### src/rtl/ipu_pkg.sv
// Shared definitions for the image-processing pipeline blocks.
//   COORD_W_DEF / CNT_W_DEF : default coordinate and pixel-count widths
//   trk_state_t             : blob tracker FSM states
//   lane_lsb()              : LSB position of a lane in a channel-packed bus
package ipu_pkg;

    localparam int COORD_W_DEF = 11;
    localparam int CNT_W_DEF   = 22;

    typedef enum logic [1:0] {
        ACCUM,
        CALC,
        UPDATE
    } trk_state_t;

    function automatic int unsigned lane_lsb(input int unsigned lane, input int unsigned width);
        return lane * width;
    endfunction

endpackage

### src/rtl/multi_blob_tracker_if.sv
// Start/done handshake bus between the blob tracker and its shared divider.
//   start    : one-cycle request, operands sampled with it
//   dividend : DVD_W-bit numerator
//   divisor  : DVS_W-bit denominator
//   done     : one-cycle pulse, quotient valid from this cycle until next start
//   quotient : DVD_W-bit floor(dividend/divisor), 0 when divisor is 0
interface multi_blob_tracker_if
    import ipu_pkg::*;
#(
    parameter int DVD_W = COORD_W_DEF + CNT_W_DEF,
    parameter int DVS_W = CNT_W_DEF
);
    logic             start;
    logic [DVD_W-1:0] dividend;
    logic [DVS_W-1:0] divisor;
    logic             done;
    logic [DVD_W-1:0] quotient;

    modport master (output start, dividend, divisor, input done, quotient);
    modport slave  (input start, dividend, divisor, output done, quotient);
endinterface

### src/rtl/seq_divider.sv
// Restoring divider retiring one quotient bit per cycle.
//   iCLK, iRST : clock, asynchronous active-low reset
//   bus        : slave side of the start/done handshake
// The start cycle already performs the first iteration, so done pulses
// exactly DVD_W cycles after start. A new start restarts immediately.
module seq_divider
    import ipu_pkg::*;
#(
    parameter int DVD_W = COORD_W_DEF + CNT_W_DEF,
    parameter int DVS_W = CNT_W_DEF
) (
    input  logic iCLK,
    input  logic iRST,
    multi_blob_tracker_if.slave bus
);

    localparam int LEFT_W = $clog2(DVD_W + 1);

    logic [DVS_W-1:0]  dvs_q, dvs_use, rem_q, rem_in, rem_next;
    logic [DVD_W-1:0]  dq_q, dq_in;
    logic [LEFT_W-1:0] left_q;
    logic              run_q, done_q;
    logic [DVS_W:0]    trial;
    logic              take;

    always_comb begin
        if (bus.start) begin
            dvs_use = bus.divisor;
            rem_in  = '0;
            dq_in   = bus.dividend;
        end else begin
            dvs_use = dvs_q;
            rem_in  = rem_q;
            dq_in   = dq_q;
        end
        trial = {rem_in, dq_in[DVD_W-1]};
        // A zero divisor never subtracts, so the quotient shifts in zeros.
        take  = (dvs_use != '0) && (trial >= {1'b0, dvs_use});
        // When taken the difference is below the divisor, so DVS_W bits suffice.
        rem_next = take ? (trial[DVS_W-1:0] - dvs_use) : trial[DVS_W-1:0];
    end

    always_ff @(posedge iCLK or negedge iRST) begin
        if (!iRST) begin
            dvs_q  <= '0;
            rem_q  <= '0;
            dq_q   <= '0;
            left_q <= '0;
            run_q  <= 1'b0;
            done_q <= 1'b0;
        end else begin
            done_q <= 1'b0;
            if (bus.start || run_q) begin
                rem_q <= rem_next;
                dq_q  <= {dq_in[DVD_W-2:0], take};
            end
            if (bus.start) begin
                dvs_q  <= bus.divisor;
                left_q <= LEFT_W'(DVD_W - 1);
                run_q  <= 1'b1;
            end else if (run_q) begin
                left_q <= left_q - 1'b1;
                if (left_q == LEFT_W'(1)) begin
                    run_q  <= 1'b0;
                    done_q <= 1'b1;
                end
            end
        end
    end

    assign bus.done     = done_q;
    assign bus.quotient = dq_q;

endmodule

### src/rtl/multi_blob_tracker.sv
// Per-channel colour blob centroid tracker.
//   iCLK, iRST            : clock, asynchronous active-low reset
//   iDVAL, iHit           : pixel valid, per-channel colour hit
//   iX_Cont, iY_Cont      : pixel coordinates
//   iEOF                  : end-of-frame pulse (a coincident pixel belongs to the ending frame)
//   oX, oY                : channel-packed smoothed centroids, channel 0 in the LSBs
//   oFound                : blob seen with at least MIN_COUNT pixels in the last processed frame
//   oDVAL                 : one-cycle pulse when oX/oY/oFound update
//   oBusy                 : centroid calculation in progress
//   oOverrun              : one-cycle pulse when a frame ended during calculation and was dropped
module multi_blob_tracker
    import ipu_pkg::*;
#(
    parameter int NUM_CH       = 2,
    parameter int COORD_W      = COORD_W_DEF,
    parameter int CNT_W        = CNT_W_DEF,
    parameter int MIN_COUNT    = 16,
    parameter int SMOOTH_SHIFT = 2
) (
    input  logic                      iCLK,
    input  logic                      iRST,
    input  logic                      iDVAL,
    input  logic [NUM_CH-1:0]         iHit,
    input  logic [COORD_W-1:0]        iX_Cont,
    input  logic [COORD_W-1:0]        iY_Cont,
    input  logic                      iEOF,
    output logic [NUM_CH*COORD_W-1:0] oX,
    output logic [NUM_CH*COORD_W-1:0] oY,
    output logic [NUM_CH-1:0]         oFound,
    output logic                      oDVAL,
    output logic                      oBusy,
    output logic                      oOverrun
);

    localparam int SUM_W  = COORD_W + CNT_W;
    localparam int NDIV   = 2 * NUM_CH;
    localparam int IDX_W  = $clog2(NDIV);
    localparam int SLOT_W = $clog2(SUM_W);
    localparam int PAD_W  = SUM_W + 1 - COORD_W;
    localparam logic [SLOT_W-1:0] SLOT_LAST = SLOT_W'(SUM_W - 1);
    localparam logic [IDX_W-1:0]  IDX_LAST  = IDX_W'(NDIV - 1);
    localparam logic [CNT_W-1:0]  MIN_C     = CNT_W'(MIN_COUNT);

    trk_state_t state_q, state_d;

    logic [CNT_W-1:0]   cnt_q [NUM_CH], cnt_n [NUM_CH], snap_cnt [NUM_CH];
    logic [SUM_W-1:0]   sx_q [NUM_CH], sx_n [NUM_CH], snap_sx [NUM_CH];
    logic [SUM_W-1:0]   sy_q [NUM_CH], sy_n [NUM_CH], snap_sy [NUM_CH];
    logic [COORD_W-1:0] raw_q [NDIV-1], raw_all [NDIV];
    logic [SLOT_W-1:0]  slot_q;
    logic [IDX_W-1:0]   idx_q;
    logic [NUM_CH*COORD_W-1:0] x_q, y_q;
    logic [NUM_CH-1:0]  found_q;
    logic               dval_q, ovr_q;
    logic               div_start;
    logic [SUM_W-1:0]   div_dvd, quo;
    logic [CNT_W-1:0]   div_dvs;
    logic               unused_quo_hi;

    multi_blob_tracker_if #(.DVD_W(SUM_W), .DVS_W(CNT_W)) div_bus ();

    seq_divider #(.DVD_W(SUM_W), .DVS_W(CNT_W)) u_div (
        .iCLK (iCLK),
        .iRST (iRST),
        .bus  (div_bus)
    );

    assign div_bus.start    = div_start;
    assign div_bus.dividend = div_dvd;
    assign div_bus.divisor  = div_dvs;
    assign quo              = div_bus.quotient;
    assign unused_quo_hi    = ^quo[SUM_W-1:COORD_W];

    function automatic logic [SUM_W-1:0] sat_add(input logic [SUM_W-1:0] a, input logic [COORD_W-1:0] b);
        logic [SUM_W:0] s;
        s = {1'b0, a} + {{PAD_W{1'b0}}, b};
        return s[SUM_W] ? '1 : s[SUM_W-1:0];
    endfunction

    function automatic logic [COORD_W-1:0] blend(input logic [COORD_W-1:0] old_v,
                                                 input logic [COORD_W-1:0] raw_v,
                                                 input logic load);
        logic signed [COORD_W:0] diff;
        diff = $signed({1'b0, raw_v}) - $signed({1'b0, old_v});
        if (load) return raw_v;
        return old_v + COORD_W'(diff >>> SMOOTH_SHIFT);
    endfunction

    always_ff @(posedge iCLK or negedge iRST) begin
        if (!iRST) state_q <= ACCUM;
        else       state_q <= state_d;
    end

    // Divisions run back to back, one per SUM_W-cycle slot: idx = 2*ch + axis.
    always_comb begin
        state_d   = state_q;
        div_start = 1'b0;
        unique case (state_q)
            ACCUM:  if (iEOF) state_d = CALC;
            CALC: begin
                div_start = (slot_q == '0);
                if (slot_q == SLOT_LAST && idx_q == IDX_LAST) state_d = UPDATE;
            end
            UPDATE: state_d = ACCUM;
            default: state_d = ACCUM;
        endcase
    end

    always_comb begin
        div_dvd = '0;
        div_dvs = '0;
        for (int unsigned c = 0; c < NUM_CH; c++) begin
            if (32'(idx_q) == 2 * c) begin
                div_dvd = snap_sx[c];
                div_dvs = snap_cnt[c];
            end
            if (32'(idx_q) == 2 * c + 1) begin
                div_dvd = snap_sy[c];
                div_dvs = snap_cnt[c];
            end
        end
    end

    // The last quotient is still in the divider during UPDATE.
    always_comb begin
        for (int unsigned k = 0; k < NDIV - 1; k++) raw_all[k] = raw_q[k];
        raw_all[NDIV-1] = quo[COORD_W-1:0];
    end

    always_comb begin
        for (int unsigned c = 0; c < NUM_CH; c++) begin
            cnt_n[c] = cnt_q[c];
            sx_n[c]  = sx_q[c];
            sy_n[c]  = sy_q[c];
            if (iDVAL && iHit[c]) begin
                cnt_n[c] = (&cnt_q[c]) ? cnt_q[c] : cnt_q[c] + 1'b1;
                sx_n[c]  = sat_add(sx_q[c], iX_Cont);
                sy_n[c]  = sat_add(sy_q[c], iY_Cont);
            end
        end
    end

    always_ff @(posedge iCLK or negedge iRST) begin
        if (!iRST) begin
            for (int unsigned c = 0; c < NUM_CH; c++) begin
                cnt_q[c]    <= '0;
                sx_q[c]     <= '0;
                sy_q[c]     <= '0;
                snap_cnt[c] <= '0;
                snap_sx[c]  <= '0;
                snap_sy[c]  <= '0;
            end
            for (int unsigned k = 0; k < NDIV - 1; k++) raw_q[k] <= '0;
            slot_q  <= '0;
            idx_q   <= '0;
            x_q     <= '0;
            y_q     <= '0;
            found_q <= '0;
            dval_q  <= 1'b0;
            ovr_q   <= 1'b0;
        end else begin
            dval_q <= (state_q == UPDATE);
            ovr_q  <= iEOF && (state_q != ACCUM);

            for (int unsigned c = 0; c < NUM_CH; c++) begin
                cnt_q[c] <= iEOF ? '0 : cnt_n[c];
                sx_q[c]  <= iEOF ? '0 : sx_n[c];
                sy_q[c]  <= iEOF ? '0 : sy_n[c];
                if (iEOF && state_q == ACCUM) begin
                    snap_cnt[c] <= cnt_n[c];
                    snap_sx[c]  <= sx_n[c];
                    snap_sy[c]  <= sy_n[c];
                end
            end

            if (state_q != CALC) begin
                slot_q <= '0;
                idx_q  <= '0;
            end else if (slot_q == SLOT_LAST) begin
                slot_q <= '0;
                idx_q  <= idx_q + 1'b1;
            end else begin
                slot_q <= slot_q + 1'b1;
            end

            // done for division k-1 lands in the first slot cycle of division k.
            if (state_q == CALC && div_bus.done) begin
                for (int unsigned k = 0; k < NDIV - 1; k++)
                    if (32'(idx_q) == k + 1) raw_q[k] <= quo[COORD_W-1:0];
            end

            if (state_q == UPDATE) begin
                for (int unsigned c = 0; c < NUM_CH; c++) begin
                    if (snap_cnt[c] < MIN_C) begin
                        found_q[c] <= 1'b0;
                    end else begin
                        found_q[c] <= 1'b1;
                        x_q[lane_lsb(c, COORD_W) +: COORD_W] <=
                            blend(x_q[lane_lsb(c, COORD_W) +: COORD_W], raw_all[2*c],
                                  !found_q[c] || SMOOTH_SHIFT == 0);
                        y_q[lane_lsb(c, COORD_W) +: COORD_W] <=
                            blend(y_q[lane_lsb(c, COORD_W) +: COORD_W], raw_all[2*c+1],
                                  !found_q[c] || SMOOTH_SHIFT == 0);
                    end
                end
            end
        end
    end

    assign oX       = x_q;
    assign oY       = y_q;
    assign oFound   = found_q;
    assign oDVAL    = dval_q;
    assign oBusy    = (state_q != ACCUM);
    assign oOverrun = ovr_q;

endmodule

### config.mk
export PLATFORM = sky130hd
export DESIGN_NAME = multi_blob_tracker
export DESIGN_NICKNAME = d
export VERILOG_FILES = /design/src/rtl/ipu_pkg.sv /design/src/rtl/multi_blob_tracker_if.sv /design/src/rtl/seq_divider.sv /design/src/rtl/multi_blob_tracker.sv
export SDC_FILE = /design/constraint.sdc
export NUM_CORES = 1
export LEC_CHECK = 0
export CAP_MARGIN = 15
export CORE_ASPECT_RATIO = 1.2
export CORE_UTILIZATION = 60
export DETAILED_ROUTE_END_ITERATION = 8
export PLACE_DENSITY = 0.78
export SLEW_MARGIN = 20
export SYNTH_ARGS = -nofsm -noshare
export SYNTH_HDL_FRONTEND = slang
export SYNTH_SLANG_ARGS = --single-unit
### constraint.sdc
create_clock -name iCLK -period 12.6 [get_ports iCLK]
set_input_delay 2.52 -clock iCLK [delete_from_list [all_inputs] [get_ports iCLK]]
set_output_delay 2.52 -clock iCLK [all_outputs]
set_load 0.05 [all_outputs]
Yosys cells after proc, flatten, opt, wreduce, memory -nomap -nowiden. Index checks and enable logic that the tools add are counted.

Output and inout port bits: 49. Logic and storage cells: 149. Register bits: 528. Input bits: 28.

Order comparisons: 3. Eq/ne operators: 10. $add $sub $neg: 18. Reductions and logical operators: 23. Bitwise logic cells: 2. Muxes and demuxes: 62.

Operators with widths (number): two-way mux 33 bit (17); two-way mux 22 bit (13); adder 33 x 11 -> 34 bit (4); two-way mux 11 bit (8); subtractor 11 x 11 -> 12 bit (4); adder 11 bit (4); adder 22 x 1 -> 22 bit, second input constant (2); < comparator 22 x 5 -> 1 bit, second input constant (2); AND reduction 22 bit (2); two-way mux 6 bit (4); >= comparator 23 x 22 -> 1 bit (1); nonzero test 22 bit (1); subtractor 22 bit (1); two-way mux 1 bit (15); AND reduction 2 bit (6); two-way mux 2 bit (4); logical AND 1 bit (7); adder 6 x 1 -> 6 bit, second input constant (1); == test 2 bit, second input constant (3); == test 6 x 1 -> 1 bit, second input constant (1); == test 6 bit, second input constant (1); zero test 6 bit (1); nonzero test 2 bit (3); subtractor 6 x 1 -> 6 bit, second input constant (1); other kinds (8) (12).

Depth between registers and ports, before layout. Gate-level depths: netlist (run 1).

Depth after elaboration: 9. Gate-level depth with buffers: 23.

Hierarchy. Synthesis (run 1) repeated with hierarchy kept, for this count alone.

Cell total of the unflattened synthesis: 3308. Area total of the unflattened synthesis: 30302.8 um^2.

Modules (own cells, without submodules): multi_blob_tracker (cells each 2744, area each 25079.1 um^2, instances 1, sequential area each 11085.6 um^2); seq_divider (cells each 564, area each 5223.8 um^2, instances 1, sequential area each 2127.0 um^2).

Worst setup path before layout (run 1). OpenSTA, ideal clock, no wires.

Kind: input-to-reg. Start: input iY_Cont[0]. End: register snap_sy[57] in the netlist's numbering. Required time: 12.517 ns. Data arrival time: 4.973 ns. Library setup time: 0.083 ns. Path buffers: 0. Cell stages on the path: 13. Path slack: 7.544 ns. Cells stage by stage: ha_1 inv_1 fa_1 nor2b_1 o21ai_0 a21boi_0 o21ai_0 a21boi_0 o2111ai_1 a2111oi_0 xnor2_1 nor2_1 o21ai_0.

Word-level cells in the longest chain between the ends: 3.

Ends and longest elaborated chain: start, declared (RTL line multi_blob_tracker.sv:25) `input logic [COORD_W-1:0] iY_Cont,`; adder 33 x 11 -> 34 bit (RTL line multi_blob_tracker.sv:76) `s = {1'b0, a} + {{PAD_W{1'b0}}, b};`; two-way mux 33 bit (RTL line multi_blob_tracker.sv:77) `return s[SUM_W] ? '1 : s[SUM_W-1:0];`; two-way mux 33 bit (RTL line multi_blob_tracker.sv:135) `if (iDVAL && iHit[c]) begin`; end signal, assigned by index (RTL line multi_blob_tracker.sv:172) `snap_sy[c] <= sy_n[c];`; end, declared (RTL line multi_blob_tracker.sv:48) `logic [SUM_W-1:0] sy_q [NUM_CH], sy_n [NUM_CH], snap_sy [NUM_CH];`.

No other way between the ends. A chain may end at the register's enable or synchronous reset.

Worst setup path in the final report (run 1). Ends and elaborated chain as after synthesis.

==> impl_metrics.py, run 1 <==
metrics = {
    "clock_tree": {
        "cts_buffer_depth": 3,
        "cts.repair.resized": 0,
        "ctsHoldBuffers": 0,
        "cts_inserted_buffers": 54,
        "post_cts.repair.setup_buffers": 0,
        "cts_tree": "yes",
        "insertion_delay_ps": 610,
        "cts_sinks": 528,
        "cts_max_level": 2,
        "clk_pin_slew_ps": 60,
        "root_buffer": "clkbuf_16",
    },
    "grt": {
        "grt.total_usage": 0.305,
        "grt_pass1_vias": 23937,
        "grt_pass1_wl_um": 123000,
        "grt_antenna_before_repair": 0,
        "overflow": 0,
        "grt_max_degree": 177,
    },
    "floorplan": {
        "die_w_um": 204,
        "die_area_um2": 50000,
        "dieHeight_um": 245,
        "core_area_um2": 48300,
        "initial_core_util": 0.610,
        "std_cell_rows": 88,
        "io_pins": 77,
    },
    "power_and_ir_drop": {
        "power_leakage_nw": 15.1,
        "powerDensity_nw_per_um2": 112,
        "ir_drop_mv": 0.106,
    },
    "sta": {
        "slew_viol_final": 0,
        "fin_skew_ps": 27.7,
        "max_freq_ghz": 0.169,
        "fin_tns_setup_ps": 0,
        "rsz0062_at_grt": "no",
        "finalCriticalPeriod_ps": 5910,
        "slew_headroom": 0.265,
        "timing.final.crit_share": 0.469,
        "final-hold-violation-count": 0,
        "worst_slew_pin_slew_ps": 1090,
        "setup_viol": 0,
        "timing.hold.ws_ps": 476,
    },
    "setup_path": {
        "crit_fanout": 6,
        "endpoint_kind": "flop",
        "crit_top_cell": "o21ai_0",
        "crit_chain": "clkdlybuf4s50_1, ha_1, inv_1, fa_1, nor2b_1, o21ai_0, a21boi_0, o21ai_0, a21boi_0, o2111ai_1, a2111oi_0, xnor2_1, nor2_1, o21ai_0",
        "critPathRequiredTime_ps": 13100,
        "cpPeakStageDelay_ps": 670,
        "worstPathArrival_ps": 6410,
        "crit_type": "in -> reg",
        "cp_slowest_cell": "a2111oi_0",
        "start_kind": "primary input",
    },
    "cells_and_area": {
        "drive_gt1_frac": 0.0653,
        "nFillCells": 3710,
        "areaGrowthSynthToFinish_pct": 10.9,
        "final_nets": 3439,
        "register_area_um2": 13200,
        "multi_input_area_um2": 15200,
        "antennaDiodeCount": 0,
        "final_area_um2": 32700,
    },
    "min_path": {
        "min_path_type": "reg -> reg",
    },
    "place": {
        "place_congestion": 0.930,
        "postPlaceCellArea_um2": 30700,
        "numPortBuffers": 76,
        "dpl.hpwl_um": 53000,
    },
    "synth": {
        "yosys.area.top_type_share": 0.448,
        "syn_nets": 3427,
        "synthTopCellsByArea": "dfrtp_1 (45%), ha_1 (6.6%), nor2_1 (5.0%)",
        "yosys_most_used_dff": "dfrtp_1",
        "syn_area_um2": 29500,
        "yosysMostFrequentCell": "dfrtp_1",
        "async_flop_share": 1.00,
        "synth_commonest_cells": "dfrtp_1 (528), nor2_1 (396), nand2_1 (374), o21ai_0 (267), a21oi_1 (181)",
        "syn_avg_cell_area_um2": 9.11,
        "yosys_warnings": 0,
        "synth_edf_count": 0,
        "ys_seq_area_frac": 0.448,
        "yosys.area.top_type": "dfrtp_1",
        "ys_seq_elements": 528,
        "synth.distinct_cells": 76,
        "synthCells": 3234,
    },
    "drt": {
        "routed_wl_um": 75200,
        "wl_per_cell_um": 19.2,
        "vias_per_cell": 6.09,
        "drtPass1Iterations": 7,
        "ant_nets": 0,
        "drc_errors": 0,
        "drt-initial-drc-count": 1683,
        "vias": 23878,
    },
    "run": {
        "max_cap_viol_count": 0,
    },
    "status": {
        "status": "finished, final reports clean",
    },
}
## state kept, by name, indices dropped and copies added, names as in the netlist, 33 cells and up
| name | count |
|---|---|
| snap_sx | 66 |
| snap_sy | 66 |
| sx_q | 66 |
| sy_q | 66 |
| cnt_q | 44 |
| snap_cnt | 44 |
| raw_all | 33 |
| u_div.bus.quotient | 33 |
## metrics by stage
step	utilization	worst slack, ps	power, mW	cells
finish	0.676	6690	3.66	3920
global route	0.676	6390	3.76	3920
floorplan	-	7540	1.86	3234
detailed placement	0.635	6230	1.94	3819
global placement	0.635	6450	1.94	3819
CTS	0.675	6810	3.67	3919
## cells in the final DEF (no fill, tap or decap), types with 59 or more instances in the layout
cell type	synthesis	final
a21oi_1	181	180
inv_1	133	133
xor2_1	66	66
nor2_1	396	395
nand3_1	77	77
mux2i_1	77	77
o21ai_0	267	267
nand2_1	374	373
clkdlybuf4s50_1	0	74
xnor2_1	128	128
ha_1	156	154
dfrtp_1	528	527
nor3_1	60	59
## critical path: cells and delay by family
kind,cells,cell delay [ps]
buffers and inverters,2,560
adder cells (fa/ha/maj),2,580
AO/OA/AOI/OAI,7,2370
AND/OR/NAND/NOR,2,190
XOR/XNOR,1,180
## kinds of logic after synthesis
| logic type | after synthesis | share of synthesized area |
|---|---|---|
| adders and majority gates | 165 | 0.0723 |
| AOI/OAI and AO/OA | 778 | 0.162 |
| DFF | 528 | 0.448 |
| buffers and inverters | 284 | 0.0368 |
| muxes | 133 | 0.0477 |
| and+or+nand+nor | 1152 | 0.175 |
| xor gates and xnor gates | 194 | 0.0577 |
## cell type report
cell class	instances	area share
tap	630	0.0241
clock buffer	71	0.0473
sequential	528	0.404
inverter	134	0.0154
clock inverter	29	0.0119
multi-input combinational	2422	0.466
timing repair buffer	106	0.0312
## power by group
part | internal [mW] | switching (mW) | total (mW)
clock | 1.05 | 0.693 | 1.74
sequential | 1.71 | 0.00892 | 1.72
combinational | 0.0687 | 0.131 | 0.199
## final timing paths
path | to | from | cells after the start | slack, ps
setup reg to reg | u_div.rem_q[9]$_DFFE_PN0P_ | idx_q[1]$_DFFE_PN0P_ | 19 | 6850
setup / recovery | snap_sy[57]$_DFFE_PN0P_ | iY_Cont[0] | 14 | 6690
hold reg to reg | snap_sy[61]$_DFFE_PN0P_ | snap_sy[61]$_DFFE_PN0P_ | 2 | 480
max in group asynchronous | snap_sx[63]$_DFFE_PN0P_ | iRST | 3 | 8470
min in group asynchronous | oX[1]$_DFFE_PN0P_ | iRST | 1 | 1860
hold / removal | snap_sy[61]$_DFFE_PN0P_ | snap_sy[61]$_DFFE_PN0P_ | 2 | 480
## routing by layer
| metal | vias to the layer above | part of all wire | GRT usage |
|---|---|---|---|
| met4 | 0 | 0.043 | 0.140 |
| met5 | - | 0 | 0 |
| li1 | 11353 | - | - |
| met2 | 720 | 0.50 | 0.534 |
| met3 | 190 | 0.046 | 0.0296 |
| met1 | 11615 | 0.41 | 0.379 |
Note: power is estimated with default switching activity, not from simulation.
==> run 2, diff against run 1 <==
CORE_UTILIZATION = 57   (was 60)
PLACE_DENSITY = 0.77   (was 0.78)
clock period = 5.3 ns   (was 12.6 ns; I/O delays follow)
==> run 2 against run 1 <==
The flow now finishes with violations (design-rule violations). Highest routed layer unchanged. Critical endpoint is now u_div.rem_q[10]$_DFFE_PN0P_. Final cell count increased by 0.79%. Setup slack worse by 6400 ps. First-iteration DRC count increased by 8.7%. Design area is 0.40% higher.
==> impl_metrics.py, run 2 (synthesis gave the netlist of run 1 again) <==
metrics = {
    "grt": {
        "top_usage_layer": "met2",
        "grtUsageMet3": 0.0400,
        "use_met2": 0.518,
        "grt_antenna_before_repair": 0,
        "overflow": 0,
        "gr-usage-met1": 0.367,
        "grt.total_usage": 0.300,
        "grt_pass1_vias": 24120,
        "grt_pass1_wl_um": 126000,
        "grt_max_degree": 124,
    },
    "setup_path": {
        "start_kind": "flop",
        "cpPeakStageDelay_ps": 640,
        "crit_type": "reg -> reg",
        "r2r_setup_slack_ps": 280,
        "worstPathArrival_ps": 5540,
        "critPathRequiredTime_ps": 5820,
        "endpoint_kind": "flop",
        "crit_fanout": 26,
        "critPathBufInv": 3,
        "cp_slowest_cell": "or3_2",
        "path_delay_family": "compound AO/OA/AOI/OAI gates",
        "crit_chain": "inv_1, ha_1, or4b_1, or3_2, buf_4, and2_1, ha_1, a21o_1, a21o_1, a221o_1, a21oi_1, nor4b_1, o41ai_1, a21oi_2, buf_12, nand2_1, o21ai_1, a221o_1",
    },
    "power_and_ir_drop": {
        "ir_drop_mv": 0.256,
        "p_sw_mw": 2.02,
        "fin_total_pwr_mw": 8.58,
        "power_leakage_nw": 15.1,
        "power.share.switching": 0.236,
        "internal-power_mw": 6.56,
        "powerDensity_nw_per_um2": 261,
        "pwr-share-comb": 0.056,
        "clock_power_share": 0.469,
        "p_seq_frac": 0.476,
    },
    "sta": {
        "slew_viol_final": 0,
        "fin_tns_setup_ps": 0,
        "fin_skew_ps": 15.9,
        "finalCriticalPeriod_ps": 5020,
        "slew_headroom": 0.328,
        "worst_slew_pin_slew_ps": 1000,
        "timing.final.crit_share": 0.948,
        "setup_viol": 0,
        "final-hold-violation-count": 0,
        "max_freq_ghz": 0.199,
        "rsz0062_at_grt": "no",
    },
    "cells_and_area": {
        "layout_common_cells": "dfrtp_1 (527), nor2_1 (395), nand2_1 (373)",
        "nFillCells": 4104,
        "drive_gt1_frac": 0.0668,
        "antennaDiodeCount": 0,
        "final_common_cell": "dfrtp_1",
        "final_nets": 3453,
        "areaGrowthSynthToFinish_pct": 11.3,
    },
    "drt": {
        "routed_wl_um": 77000,
        "wl_per_cell_um": 19.5,
        "vias": 24053,
        "drc_errors": 1,
        "drt-initial-drc-count": 1829,
        "drtPass1Iterations": 9,
        "vias_per_cell": 6.09,
        "ant_nets": 0,
    },
    "clock_tree": {
        "insertion_delay_ps": 640,
        "cts_inserted_buffers": 55,
        "ctsHoldBuffers": 0,
        "cts.repair.resized": 0,
        "cts_sinks": 528,
        "cts_max_level": 2,
        "clk_pin_slew_ps": 60,
        "post_cts.repair.setup_buffers": 0,
        "cts_buffer_depth": 3,
        "cts_tree": "yes",
        "root_buffer": "clkbuf_16",
    },
    "min_path": {
        "min_path_type": "in -> async",
    },
    "floorplan": {
        "die_area_um2": 52600,
        "initial_core_util": 0.582,
        "die_w_um": 210,
        "dieHeight_um": 251,
        "core_area_um2": 50700,
        "std_cell_rows": 90,
        "io_pins": 77,
    },
    "place": {
        "numPortBuffers": 76,
        "place_congestion": 0.964,
        "dpl.hpwl_um": 55100,
    },
    "run": {
        "max_cap_viol_count": 0,
    },
    "status": {
        "status": "finished with violations",
        "violations": "design-rule violations",
    },
}
-- run 2: cell count changes in the layout (fill, tap and decap cells not counted), sizes merged --
cell      before  now
clkbuf        71   83
bufinv         9    5
clkinvlp       0    5
buf           32   45
clkinv        17    8
-- run 2: area by class of cell --
| class | instances | area [um^2] | share of cell area |
|---|---|---|---|
| inverters | 134 | 503 | 0.0153 |
| flip-flops and latches | 528 | 13200 | 0.403 |
| clock inverters | 21 | 277 | 0.00843 |
| well taps | 644 | 806 | 0.0246 |
| repair buffers | 119 | 1200 | 0.0365 |
| multi-input cells | 2422 | 15200 | 0.464 |
| clock buffers | 83 | 1590 | 0.0485 |
-- run 2: metrics by stage --
stage,cell area (um^2),util,setup slack (ps),instances,hold WS (ps)
global placement,30900,0.610,468,3847,459
floorplan,29500,-,463,3234,444
global route,32800,0.647,80.8,3951,504
finish,32800,0.647,277,3951,457
CTS,32800,0.647,321,3951,482
detailed placement,30900,0.610,336,3847,467
-- run 2: routing by layer --
layer,part of all wire,up-vias
met3,0.051,223
li1,-,11399
met5,0,-
met1,0.41,11732
met2,0.49,699
met4,0.053,0
-- run 2: path summary, 6_finish.rpt --
check / startpoint / endpoint / depth (start not counted)
max: slot_q[0]$_DFF_PN0_ / u_div.rem_q[10]$_DFFE_PN0P_ / 18
min reg2reg: snap_sx[59]$_DFFE_PN0P_ / snap_sx[59]$_DFFE_PN0P_ / 2
min in group iCLK: snap_sx[59]$_DFFE_PN0P_ / snap_sx[59]$_DFFE_PN0P_ / 2
max reg2reg: slot_q[0]$_DFF_PN0_ / u_div.rem_q[10]$_DFFE_PN0P_ / 18
max in group asynchronous: iRST / sx_q[58]$_DFF_PN0_ / 2
min: iRST / oX[2]$_DFFE_PN0P_ / 1
-- run 2: power by group through the flow --
stage	Combinational, mW	Clock (mW)	Sequential (mW)
3_3_place_gp	0.455	0	4.15
5_1_grt	0.533	4.24	4.08
6_report	0.477	4.02	4.08
3_5_place_dp	0.474	0	4.15
2_1_floorplan	0.278	0	4.15
4_1_cts	0.478	4.09	4.08
-- run 2: worst reg2reg max path: stages, from the launching register on --
cell and delay (ps):
dfrtp_1 410, inv_1 80, ha_1 170, or4b_1 490, or3_2 640, buf_4 270, and2_1 200, ha_1 360
a21o_1 180, a21o_1 170, a221o_1 280, a21oi_1 270, nor4b_1 120, o41ai_1 420, a21oi_2 170, buf_12 200
nand2_1 110, o21ai_1 70, a221o_1 290
==> run 3, diff against run 2 <==
SKIP_LAST_GASP = 1   (was not set)
==> results of run 3 <==
Same layout as run 2: the final DEF is identical, and so are final timing and power.
